<file path="src/rtl/dense_pkg.sv">
// Shared definitions for the dense-layer stream blocks: word width, FSM
// encoding and the per-layer input counts used by the dense tops.
package dense_pkg;

  localparam int DENSE_DATA_WIDTH = 16;

  localparam int DENSE1_NUM_INPUTS = 32;
  localparam int DENSE2_NUM_INPUTS = 64;
  localparam int DENSE_TB_NUM_INPUTS = 4;

  typedef enum logic [1:0] {
    ST_FILL  = 2'd0,
    ST_READY = 2'd1,
    ST_SEND  = 2'd2,
    ST_DONE  = 2'd3
  } tx_state_t;

endpackage

</file>
<file path="src/rtl/dense_frame_buf.sv">
// Activation frame buffer: one synchronous write port, one combinational
// read port. Data is deliberately not reset.
module dense_frame_buf #(
  parameter int DATA_WIDTH = 16,
  parameter int NUM_INPUTS = 32,
  parameter int ADDR_WIDTH = 8
) (
  input  logic                  i_clk,
  input  logic                  i_we,
  input  logic [ADDR_WIDTH-1:0] i_waddr,
  input  logic [DATA_WIDTH-1:0] i_wdata,
  input  logic [ADDR_WIDTH-1:0] i_raddr,
  output logic [DATA_WIDTH-1:0] o_rdata
);

  localparam int IW = (NUM_INPUTS > 1) ? $clog2(NUM_INPUTS) : 1;

  logic [DATA_WIDTH-1:0] r_mem [NUM_INPUTS];
  logic [IW-1:0]         w_widx;
  logic [IW-1:0]         w_ridx;

  // Controller only ever addresses 0..NUM_INPUTS-1, so the low bits suffice.
  assign w_widx = i_waddr[IW-1:0];
  assign w_ridx = i_raddr[IW-1:0];

  // Word store
  always_ff @(posedge i_clk) begin
    if (i_we) begin
      r_mem[w_widx] <= i_wdata;
    end
  end

  assign o_rdata = r_mem[w_ridx];

endmodule

</file>
<file path="src/rtl/dense_frame_tx.sv">
// Dense-layer transmit end: fills one activation vector, then replays it as a
// framed one-word-per-cycle stream with registered qualifiers.
module dense_frame_tx
  import dense_pkg::*;
#(
  parameter int DATA_WIDTH = DENSE_DATA_WIDTH,
  parameter int NUM_INPUTS = DENSE1_NUM_INPUTS,
  parameter int ADDR_WIDTH = 8
) (
  input  logic                  clk,
  input  logic                  rst_n,
  input  logic                  wr_en,
  input  logic [DATA_WIDTH-1:0] wr_data,
  input  logic                  start,
  input  logic                  flush,
  output logic                  full,
  output logic                  busy,
  output logic                  ena_out,
  output logic                  frame_start_out,
  output logic                  frame_end_out,
  output logic [DATA_WIDTH-1:0] data_out,
  output logic                  done,
  output logic                  err_overflow
);

  localparam int CW = ADDR_WIDTH + 1;
  localparam logic [CW-1:0] LAST_IDX = CW'(NUM_INPUTS - 1);
  localparam logic [CW-1:0] CNT_ONE  = CW'(1);

  tx_state_t             r_state;
  tx_state_t             w_state_nxt;
  logic [CW-1:0]         r_wr_cnt;
  logic [CW-1:0]         r_rd_cnt;
  logic [CW-1:0]         w_wr_cnt_nxt;
  logic [CW-1:0]         w_rd_cnt_nxt;

  logic                  w_mem_we;
  logic [ADDR_WIDTH-1:0] w_mem_waddr;
  logic [DATA_WIDTH-1:0] w_mem_rdata;

  logic                  r_full;
  logic                  r_busy;
  logic                  r_ena;
  logic                  r_fs;
  logic                  r_fe;
  logic [DATA_WIDTH-1:0] r_data;
  logic                  r_done;
  logic                  r_err;

  logic                  w_full_nxt;
  logic                  w_busy_nxt;
  logic                  w_ena_nxt;
  logic                  w_fs_nxt;
  logic                  w_fe_nxt;
  logic [DATA_WIDTH-1:0] w_data_nxt;
  logic                  w_done_nxt;
  logic                  w_err_nxt;

  dense_frame_buf #(
    .DATA_WIDTH(DATA_WIDTH),
    .NUM_INPUTS(NUM_INPUTS),
    .ADDR_WIDTH(ADDR_WIDTH)
  ) u_buf (
    .i_clk  (clk),
    .i_we   (w_mem_we),
    .i_waddr(w_mem_waddr),
    .i_wdata(wr_data),
    .i_raddr(r_rd_cnt[ADDR_WIDTH-1:0]),
    .o_rdata(w_mem_rdata)
  );

  // FSM state and counter registers
  always_ff @(posedge clk or negedge rst_n) begin
    if (!rst_n) begin
      r_state  <= ST_FILL;
      r_wr_cnt <= {CW{1'b0}};
      r_rd_cnt <= {CW{1'b0}};
    end else begin
      r_state  <= w_state_nxt;
      r_wr_cnt <= w_wr_cnt_nxt;
      r_rd_cnt <= w_rd_cnt_nxt;
    end
  end

  // Next-state decode; flush beats start beats wr_en
  always_comb begin
    w_state_nxt = r_state;
    if (flush) begin
      w_state_nxt = ST_FILL;
    end else begin
      case (r_state)
        ST_FILL: begin
          if (wr_en && (r_wr_cnt == LAST_IDX)) begin
            w_state_nxt = ST_READY;
          end else begin
            w_state_nxt = ST_FILL;
          end
        end
        ST_READY: begin
          if (start) begin
            w_state_nxt = ST_SEND;
          end else begin
            w_state_nxt = ST_READY;
          end
        end
        ST_SEND: begin
          if (r_rd_cnt == LAST_IDX) begin
            w_state_nxt = ST_DONE;
          end else begin
            w_state_nxt = ST_SEND;
          end
        end
        ST_DONE:  w_state_nxt = ST_FILL;
        default:  w_state_nxt = ST_FILL;
      endcase
    end
  end

  // Counters and buffer write; a write in DONE lands as word 0 of the next frame
  always_comb begin
    w_wr_cnt_nxt = r_wr_cnt;
    w_rd_cnt_nxt = r_rd_cnt;
    w_mem_we     = 1'b0;
    w_mem_waddr  = r_wr_cnt[ADDR_WIDTH-1:0];
    if (flush) begin
      w_wr_cnt_nxt = {CW{1'b0}};
      w_rd_cnt_nxt = {CW{1'b0}};
    end else begin
      case (r_state)
        ST_FILL: begin
          if (wr_en) begin
            w_mem_we     = 1'b1;
            w_wr_cnt_nxt = r_wr_cnt + CNT_ONE;
          end else begin
            w_wr_cnt_nxt = r_wr_cnt;
          end
        end
        ST_READY: begin
          if (start) begin
            w_rd_cnt_nxt = {CW{1'b0}};
          end else begin
            w_rd_cnt_nxt = r_rd_cnt;
          end
        end
        ST_SEND: begin
          w_rd_cnt_nxt = r_rd_cnt + CNT_ONE;
        end
        ST_DONE: begin
          w_rd_cnt_nxt = {CW{1'b0}};
          if (wr_en) begin
            w_mem_we     = 1'b1;
            w_mem_waddr  = {ADDR_WIDTH{1'b0}};
            w_wr_cnt_nxt = CNT_ONE;
          end else begin
            w_wr_cnt_nxt = {CW{1'b0}};
          end
        end
        default: begin
          w_wr_cnt_nxt = {CW{1'b0}};
          w_rd_cnt_nxt = {CW{1'b0}};
        end
      endcase
    end
  end

  // Next values of the registered outputs
  always_comb begin
    w_full_nxt = 1'b0;
    w_busy_nxt = 1'b0;
    w_ena_nxt  = 1'b0;
    w_fs_nxt   = 1'b0;
    w_fe_nxt   = 1'b0;
    w_data_nxt = {DATA_WIDTH{1'b0}};
    w_done_nxt = 1'b0;
    w_err_nxt  = r_err;
    if (flush) begin
      w_err_nxt = 1'b0;
    end else begin
      w_full_nxt = (w_state_nxt != ST_FILL);
      w_busy_nxt = (w_state_nxt == ST_SEND) || (w_state_nxt == ST_DONE);
      case (r_state)
        ST_FILL: begin
          w_err_nxt = r_err;
        end
        ST_READY: begin
          if (wr_en) begin
            w_err_nxt = 1'b1;
          end else begin
            w_err_nxt = r_err;
          end
        end
        ST_SEND: begin
          w_ena_nxt  = 1'b1;
          w_fs_nxt   = (r_rd_cnt == {CW{1'b0}});
          w_fe_nxt   = (r_rd_cnt == LAST_IDX);
          w_data_nxt = w_mem_rdata;
          if (wr_en) begin
            w_err_nxt = 1'b1;
          end else begin
            w_err_nxt = r_err;
          end
        end
        ST_DONE: begin
          w_done_nxt = 1'b1;
        end
        default: begin
          w_err_nxt = r_err;
        end
      endcase
    end
  end

  // Output registers; async reset clears every output at once
  always_ff @(posedge clk or negedge rst_n) begin
    if (!rst_n) begin
      r_full <= 1'b0;
      r_busy <= 1'b0;
      r_ena  <= 1'b0;
      r_fs   <= 1'b0;
      r_fe   <= 1'b0;
      r_data <= {DATA_WIDTH{1'b0}};
      r_done <= 1'b0;
      r_err  <= 1'b0;
    end else begin
      r_full <= w_full_nxt;
      r_busy <= w_busy_nxt;
      r_ena  <= w_ena_nxt;
      r_fs   <= w_fs_nxt;
      r_fe   <= w_fe_nxt;
      r_data <= w_data_nxt;
      r_done <= w_done_nxt;
      r_err  <= w_err_nxt;
    end
  end

  assign full            = r_full;
  assign busy            = r_busy;
  assign ena_out         = r_ena;
  assign frame_start_out = r_fs;
  assign frame_end_out   = r_fe;
  assign data_out        = r_data;
  assign done            = r_done;
  assign err_overflow    = r_err;

endmodule

</file>
<file path="config.mk">
export PLATFORM = sky130hd
export DESIGN_NAME = dense_frame_tx
export DESIGN_NICKNAME = d
export VERILOG_FILES = /design/src/rtl/dense_pkg.sv /design/src/rtl/dense_frame_buf.sv /design/src/rtl/dense_frame_tx.sv
export SDC_FILE = /design/constraint.sdc
export NUM_CORES = 1
export LEC_CHECK = 0
export ABC_AREA = 1
export CAP_MARGIN = 20
export CORE_MARGIN = 2
export CORE_UTILIZATION = 62
export DETAILED_ROUTE_END_ITERATION = 6
export PLACE_DENSITY = 0.79
export SLEW_MARGIN = 25
export SYNTH_ARGS = -nofsm -noshare
export SYNTH_HDL_FRONTEND = slang
export SYNTH_SLANG_ARGS = --single-unit
</file>
<file path="constraint.sdc">
create_clock -name clk -period 3.05 [get_ports clk]
set_clock_uncertainty 0.15 [all_clocks]
set_input_delay 0.7625 -clock clk [delete_from_list [all_inputs] [get_ports clk]]
set_output_delay 0.7625 -clock clk [all_outputs]
set_load 0.02 [all_outputs]
</file>
==> impl_table.tex, run 1 <==
\begin{tabular}{lr}
\hline
Metric & Value \\
\hline
\multicolumn{2}{l}{\textbf{Layout}} \\
\quad Number of antenna repair diodes & 0 \\
\quad Most common cell after layout, fill and taps aside & nand2\_1 \\
\quad Share of layout cells above drive strength 1 & around 7.5\% \\
\quad Layout net count & 2268 \\
\quad Fin util & 70.6\% \\
\quad Area growth from synthesis to final layout & 13.1\% \\
\quad Most frequent cells in the layout & 565 x nand2\_1, 512 x edfxtp\_1, 273 x nor2\_1 \\
\multicolumn{2}{l}{\textbf{Logic synthesis}} \\
\quad Post-synthesis area per instance & 10.8 um\^{}2 \\
\quad Synth area leaders & edfxtp\_1 66\%, nand2\_1 9.1\%, nand3\_1 5.1\%, dfrtp\_1 4.6\%, nor2\_1 4.4\% \\
\quad Biggest area consumer among synthesized cells & edfxtp\_1 \\
\quad Library cells used by synthesis & 29 \\
\quad Syn. warnings & 0 \\
\quad Number of synthesized register bits & between 500 and 600 \\
\quad Syn Nets & about 2200 \\
\quad Proportion of synthesized chip area in sequential cells & 70.5\% \\
\quad Instance count of the mapped netlist & 2167 \\
\quad Share of the synthesized area in the top cell type & 65.9\% \\
\quad Post-synth design cell area & 23300 um\^{}2 \\
\multicolumn{2}{l}{\textbf{CTS}} \\
\quad CTS buffer count & 52 \\
\quad TritonCTS clock tree & yes \\
\quad Clock-pin slew reported for the worst setup and hold paths after clock tree synthesis & 0.07 ns \\
\quad Post-cts gate resize count & 0 \\
\quad Clock latency on the worst-skew pair & 0.61 ns \\
\quad H-tree depth reported by CTS & 2 \\
\quad Maximum number of buffers from clock root to sink & 3 \\
\quad Cell chosen for the clock root & clkbuf\_16 \\
\quad Sinks on the clock net & 555 \\
\quad Post-CTS setup buffers & 0 \\
\quad Count of hold buffers inserted by post-cts repair & 0 \\
\multicolumn{2}{l}{\textbf{Critical path}} \\
\quad Critical path data arrival time & 1.61 ns \\
\quad Maximum net fanout on the critical path & 1 \\
\quad Kind of end point of the critical path & primary output \\
\quad Slowest cell on the critical path & clkdlybuf4s50\_1 \\
\quad Critical Path Source & data\_out[5] \\
\quad Family of cells with the greatest summed delay on the critical path & buffers and inverters \\
\quad Length in cells of the worst reg-to-reg path & 8 \\
\quad Worst setup path endpoint & data\_out[5] \\
\quad Worst reg-to-reg setup slack & 0.63 ns \\
\quad Start of the worst register-to-register path & r\_state[0] \\
\quad Count of buffering cells on the critical path with inverters included & 1 \\
\quad Critical-path cell list & clkdlybuf4s50\_1 \\
\quad Kind of start point of the critical path & register \\
\quad Category of the most critical setup path & register to primary output \\
\quad Terminus of the critical flop-to-flop path & u\_buf.r\_mem[4][13] \\
\quad Required @ worst endpoint & about 2.1 ns \\
\quad Number of logic stages on the critical path including buffering & 1 \\
\quad Largest stage delay on the critical path & 0.62 ns \\
\multicolumn{2}{l}{\textbf{Timing}} \\
\quad Min Clock Period, post-route & 2.52 ns \\
\quad Pins Over Slew Limit & 0 \\
\quad Final count of negative-setup-slack endpoints & 0 \\
\quad Max Clk Rate & 396 MHz \\
\quad Relative slew slack & 41.3\% \\
\quad Final Cycle Share & 82.7\% \\
\quad Final hold violation count & 0 \\
\quad Total Neg Setup Slack & 0 ns \\
\quad RSZ-0062 raised after global routing & false \\
\quad Transition time of the tightest slew-check pin & 0.880 ns \\
\multicolumn{2}{l}{\textbf{Detailed routing}} \\
\quad DRC & 0 \\
\quad First-pass iteration count of the detailed router & 6 \\
\quad Routed via count divided by cell count & 5.81 \\
\quad Initial drt markers & 2092 \\
\quad Post-DRT Antenna Nets & 0 \\
\quad Post-DR wirelength/cell & 21.6 um \\
\quad Vias after detailed routing & 16200 \\
\quad Wire length reported by the detailed router & 60300 um \\
\multicolumn{2}{l}{\textbf{Power}} \\
\quad Overall power & 15.8 mW \\
\quad Static leakage power & 10.4 nW \\
\quad VDD IR max & 0.452 mV \\
\quad Power per cell area & $\sim$600 nW/um\^{}2 \\
\multicolumn{2}{l}{\textbf{GRT}} \\
\quad Remaining global-route overflow & 0 \\
\quad Antenna violations before repair & 2 \\
\quad Largest net degree at the start of global routing & 106 \\
\quad Vias in the first global route & 15500 \\
\quad Wire length of the first global-routing pass & 89800 um \\
\quad All-layer global routing usage & 31.4\% \\
\multicolumn{2}{l}{\textbf{Die}} \\
\quad Number of primary I/O pins & 44 \\
\quad Placement row count & around 70 \\
\quad Placeable core region & $\sim$37000 um\^{}2 \\
\quad Die outline height & 198 um \\
\quad Die area & 39200 um\^{}2 \\
\quad Die span in x & 198 um \\
\quad Starting utilization of the core area & between 60\% and 70\% \\
\multicolumn{2}{l}{\textbf{Job}} \\
\quad Maxcap violations & 0 \\
\multicolumn{2}{l}{\textbf{Status}} \\
\quad Result of the run & finished, final reports clean \\
\multicolumn{2}{l}{\textbf{Placed design}} \\
\quad I/O Buffers & 43 \\
\quad Half-perimeter wire length of the detailed placement result & between 30000 and 40000 um \\
\quad Placer Congestion & $\sim$0.91 \\
\multicolumn{2}{l}{\textbf{Hold path}} \\
\quad Hold Path Class & primary input to asynchronous set/reset pin \\
\hline
\end{tabular}
[state kept, by name, indices dropped and copies added (netlist names), 2 cells and up]
register	cells
u_buf.r_mem	512
data_out	16
r_rd_cnt	9
r_wr_cnt	9
r_state	2
[metrics by stage]
step / hold slack [ns] / area (um^2) / setup slack, ns / cells
final: 0.126 / 26400 / 0.527 / 2790
after global placement: 0.344 / 24700 / 0.121 / 2696
after global routing: 0.179 / 26400 / 0.471 / 2790
after detailed placement: 0.348 / 24700 / 0.0814 / 2696
after floorplan: 0.317 / 23300 / 0.282 / 2167
after CTS: 0.137 / 26400 / 0.506 / 2790
[cell usage after synthesis]
| library cell | number |
|---|---|
| buf_6 | 2 |
| nand2_2 | 1 |
| o21ai_2 | 2 |
| buf_2 | 51 |
| o21ai_1 | 19 |
| edfxtp_1 | 512 |
| nand4_1 | 7 |
| nor4_1 | 1 |
| o21ai_0 | 107 |
| buf_1 | 1 |
| nor3_2 | 2 |
| xor2_1 | 1 |
| nand2_1 | 565 |
| nor2_2 | 1 |
| nand3b_1 | 1 |
| clkbuf_1 | 27 |
| ha_1 | 8 |
| dfrtp_1 | 43 |
| nand3_1 | 239 |
| buf_4 | 22 |
| o21bai_1 | 16 |
| o211ai_1 | 1 |
| nor3_1 | 6 |
| a21oi_1 | 15 |
| nor2_1 | 276 |
| inv_2 | 5 |
| a31oi_1 | 2 |
| clkinv_1 | 1 |
| inv_1 | 233 |
[power by group]
group	internal (mW)	switching [mW]	leakage, nW
logic	0.215	0.617	4.38
registers	8.40	0.0420	5.20
clock network	3.77	2.76	0.829
total	12.4	3.42	10.4
[routing by layer]
layer / up-vias / global-route usage (%) / part of all wire, %
met5: - / 0 / 0.041
met4: 4 / 11.6 / 3.9
met3: 177 / 6.51 / 11
met2: 1008 / 51.3 / 47
met1: 7699 / 42.2 / 37
li1: 7319 / - / -
[kinds of logic after synthesis]
kind of cell	Yosys count	share of synthesized area, %
flip-flops	555	70.5
adder cells (fa/ha/maj)	8	0.429
AO/OA/AOI/OAI	162	3.70
buffers and inverters	342	6.19
XOR/XNOR	1	0.0375
AND/OR/NAND/NOR	1099	19.2
[worst min-delay path by stage]
| stage | startpoint | endpoint | slack [ns] | depth (start not counted) |
|---|---|---|---|---|
| after detailed placement | err_overflow | err_overflow | 0.35 | 2 |
| after global routing | rst_n | frame_start_out | 0.18 | 1 |
| after global placement | err_overflow | err_overflow | 0.34 | 2 |
| after floorplan | rst_n | busy | 0.32 | 0 |
| final | rst_n | frame_start_out | 0.13 | 1 |
| after CTS | rst_n | frame_start_out | 0.14 | 1 |
[worst reg2reg max path, stage by stage, from the launching register on]
cell and delay, ns:
dfrtp_1 0.40, ha_1 0.24, inv_1 0.09, nor2_1 0.15
nand2_2 0.16, o21ai_0 0.15, nand3_1 0.27, nor2_1 0.24
buf_4 0.24
[layout make-up]
type / instances / area, um^2
Clock buffer: 63 / 1360
Clock inverter: 31 / 335
Fill cell: 2541 / 11000
Inverter: 239 / 905
Multi-Input combinational cell: 1270 / 5450
Sequential cell: 555 / 16500
Tap cell: 511 / 639
Timing Repair Buffer: 121 / 1250
Note: power is estimated with default switching activity, not from simulation.
==> run 2, diff against run 1 <==
==> constraint.sdc (replaced) <==
create_clock -name clk -period 2.5 [get_ports clk]
set_clock_uncertainty 0.15 [all_clocks]
set_input_delay 0.625 -clock clk [delete_from_list [all_inputs] [get_ports clk]]
set_output_delay 0.625 -clock clk [all_outputs]
set_load 0.02 [all_outputs]
==> run 2 against run 1 <==
  * Highest routed layer is now met4
  * Sequential power increased by 22%
  * The flow now finishes with violations (DRC)
  * Worst setup slack got worse by 0.44 ns
  * Clock power increased by 18%
  * Global-route usage decreased by 0.27 points
  * Critical path type is now register to register
  * Non-clock buffer count increased by 17
  * Via count increased by 0.58%
  * Critical path depth increased by 8
  * Clock-buffer cell count decreased by 2
  * First-iteration DRC count decreased by 2.2%
==> impl_table.tex, run 2 (synthesis results as in run 1) <==
\begin{tabular}{lr}
\hline
Metric & Value \\
\hline
\multicolumn{2}{l}{\textbf{Status}} \\
\quad Result of the run & finished, violations left \\
\quad Failing checks & DRC \\
\multicolumn{2}{l}{\textbf{CTS}} \\
\quad H-tree depth reported by CTS & 2 (unchanged) \\
\quad Sinks on the clock net & 555 (unchanged) \\
\quad Cell chosen for the clock root & clkbuf\_16 \\
\quad Post-CTS setup buffers & 0 (unchanged) \\
\quad Clock-pin slew reported for the worst setup and hold paths after clock tree synthesis & 0.06 ns (about the same) \\
\quad TritonCTS clock tree & yes \\
\quad Clock latency on the worst-skew pair & 0.59 ns (-0.02 ns) \\
\quad CTS buffer count & 53 (+1.9\%) \\
\quad Maximum number of buffers from clock root to sink & 3 (unchanged) \\
\multicolumn{2}{l}{\textbf{GRT}} \\
\quad Wire length of the first global-routing pass & 89000 um (-0.89\%) \\
\quad Fraction of met3 tracks used by global routing & 6.08\% (-0.43 points) \\
\quad Antenna violations before repair & 0 (-2) \\
\quad Remaining global-route overflow & 0 (unchanged) \\
\quad Vias in the first global route & 15800 (+1.8\%) \\
\quad GR Util met1 & 40.5\% (-1.7 points) \\
\quad Met2 Track Usage GR & 51.2\% (-0.065 points) \\
\quad All-layer global routing usage & 31.1\% (-0.27 points) \\
\quad Busiest grt layer & met2 \\
\quad Largest net degree at the start of global routing & 96 (-9.4\%) \\
\multicolumn{2}{l}{\textbf{Timing}} \\
\quad Pins Over Slew Limit & 0 (unchanged) \\
\quad Max Clk Rate & 415 MHz \\
\quad Transition time of the tightest slew-check pin & 0.829 ns (-0.0512 ns) \\
\quad Total Neg Setup Slack & 0 ns (unchanged) \\
\quad Final count of negative-setup-slack endpoints & 0 (unchanged) \\
\quad Final hold violation count & 0 (unchanged) \\
\quad Relative slew slack & 44.7\% (+3.4 points) \\
\quad RSZ-0062 raised after global routing & false \\
\quad Final Cycle Share & 96.4\% \\
\quad Min Clock Period, post-route & 2.41 ns \\
\multicolumn{2}{l}{\textbf{Placed design}} \\
\quad Placer Congestion & 0.951 (+4.4\%) \\
\quad Half-perimeter wire length of the detailed placement result & 36000 um (+0.92\%) \\
\quad Area after detailed placement & 25200 um\^{}2 (+2.0\%) \\
\quad I/O Buffers & 43 (unchanged) \\
\multicolumn{2}{l}{\textbf{Detailed routing}} \\
\quad First-pass iteration count of the detailed router & 7 (+1) \\
\quad Wire length reported by the detailed router & 60100 um (-0.24\%) \\
\quad DRC & 1 (+1) \\
\quad Routed via count divided by cell count & 5.79 (-0.24\%) \\
\quad Initial drt markers & 2047 (-2.2\%) \\
\quad Post-DR wirelength/cell & 21.4 um (-1.1\%) \\
\quad Vias after detailed routing & 16300 (+0.58\%) \\
\quad Post-DRT Antenna Nets & 0 (unchanged) \\
\multicolumn{2}{l}{\textbf{Layout}} \\
\quad Share of layout cells above drive strength 1 & 8.64\% (+1.1 points) \\
\quad Layout net count & 2286 (+0.79\%) \\
\quad Area growth from synthesis to final layout & 15.1\% \\
\quad Number of flip-flops under the largest register name & 512 (unchanged) \\
\quad Number of antenna repair diodes & 0 (unchanged) \\
\quad Largest Register & u\_buf.r\_mem \\
\quad FF+latch area & 16500 um\^{}2 (unchanged) \\
\quad Post-route cell area & 26900 um\^{}2 (+1.8\%) \\
\quad Area of combinational cells with multiple inputs & 5470 um\^{}2 (+0.37\%) \\
\quad Filler cell count in the final layout & 2496 (-1.8\%) \\
\quad Most frequent cells in the layout & 565 x nand2\_1, 512 x edfxtp\_1, 267 x nor2\_1 \\
\quad Most common cell after layout, fill and taps aside & nand2\_1 \\
\multicolumn{2}{l}{\textbf{Critical path}} \\
\quad Kind of end point of the critical path & register \\
\quad Maximum net fanout on the critical path & 11 (+10) \\
\quad Kind of start point of the critical path & register \\
\quad Critical path data arrival time & 2.55 ns (+0.94 ns) \\
\quad Category of the most critical setup path & register to register \\
\quad Required @ worst endpoint & 2.64 ns (+0.50 ns) \\
\multicolumn{2}{l}{\textbf{Die}} \\
\quad Die outline height & 198 um (unchanged) \\
\quad Placeable core region & 37400 um\^{}2 (unchanged) \\
\quad Die span in x & 198 um (unchanged) \\
\quad Placement row count & 71 (unchanged) \\
\quad Die area & 39200 um\^{}2 (unchanged) \\
\quad Number of primary I/O pins & 44 (unchanged) \\
\quad Starting utilization of the core area & 62.4\% (unchanged) \\
\multicolumn{2}{l}{\textbf{Hold path}} \\
\quad Hold Path Class & register to register \\
\multicolumn{2}{l}{\textbf{Power}} \\
\quad Static leakage power & 10.6 nW (+2.0\%) \\
\quad Power per cell area & 711 nW/um\^{}2 (+19\%) \\
\quad VDD IR max & 0.580 mV (+28\%) \\
\multicolumn{2}{l}{\textbf{Job}} \\
\quad Maxcap violations & 0 (unchanged) \\
\hline
\end{tabular}
run 2: cell types whose count changed in the layout (fill, tap and decap cells not counted), sizes merged:
cell,previous run,this run
clkbuf,63,61
buf,79,95
inv,240,239
clkinvlp,3,4
clkinv,20,32
dlygate4sd3,0,1
bufinv,7,3
run 2: timing repair:
item / 4_1_cts / 5_1_grt
gates resized for setup: 0 / 2
setup endpoints to repair: 0 / 350
hold endpoints to repair: 21 / 0
hold buffers: 1 / 0
run 2: routing by layer:
layer  wire length (um)  vias up
li1                   -     7364
met1              22100     7765
met2              28700      969
met3               6570      203
met4               2790        0
met5                  0        -
run 2: where the power goes:
group          internal (mW)  leakage [nW]  switching [mW]
Combinational          0.316          4.59           0.766
Sequential              10.2          5.20          0.0534
Clock                   4.32         0.825            3.41
run 2: path summary, 6_finish.rpt:
kind | slack, ns | cells after the start | startpoint | endpoint
setup / recovery | 0.09 | 9 | r_state[0] | u_buf.r_mem[2][14]
min in group asynchronous | 0.43 | 2 | rst_n | frame_start_out
hold reg to reg | 0.35 | 2 | err_overflow | err_overflow
setup reg to reg | 0.09 | 9 | r_state[0] | u_buf.r_mem[2][14]
hold / removal | 0.35 | 2 | err_overflow | err_overflow
max in group asynchronous | 1.25 | 3 | rst_n | data_out[11]
run 2: area by class of cell:
class	count	area share, %
Inverter	239	3.37
Clock buffer	61	5.21
Multi-Input combinational cell	1270	20.4
Clock inverter	39	1.00
Tap cell	511	2.38
Sequential cell	555	61.2
Timing Repair Buffer	138	6.43
run 2: metrics by stage:
step                cells  power (mW)  utilization [%]  hold WS (ns)  setup WS, ns
floorplan            2167        11.0                -         0.179        -0.131
global placement     2712        11.5             67.3         0.350        -0.308
detailed placement   2712        11.5             67.3         0.341        -0.380
CTS                  2813        19.1             71.8         0.356        0.0104
global route         2813        19.6             71.9         0.408       0.00293
finish               2813        19.1             71.9         0.351        0.0903
run 2: critical path: stages (launching register included):
cell,delay (ns)
dfrtp_1,0.41
ha_1,0.23
inv_1,0.10
nor2_2,0.18
nand2_4,0.15
o21ai_0,0.15
buf_4,0.15
nand2_1,0.13
nor2_1,0.22
buf_4,0.23
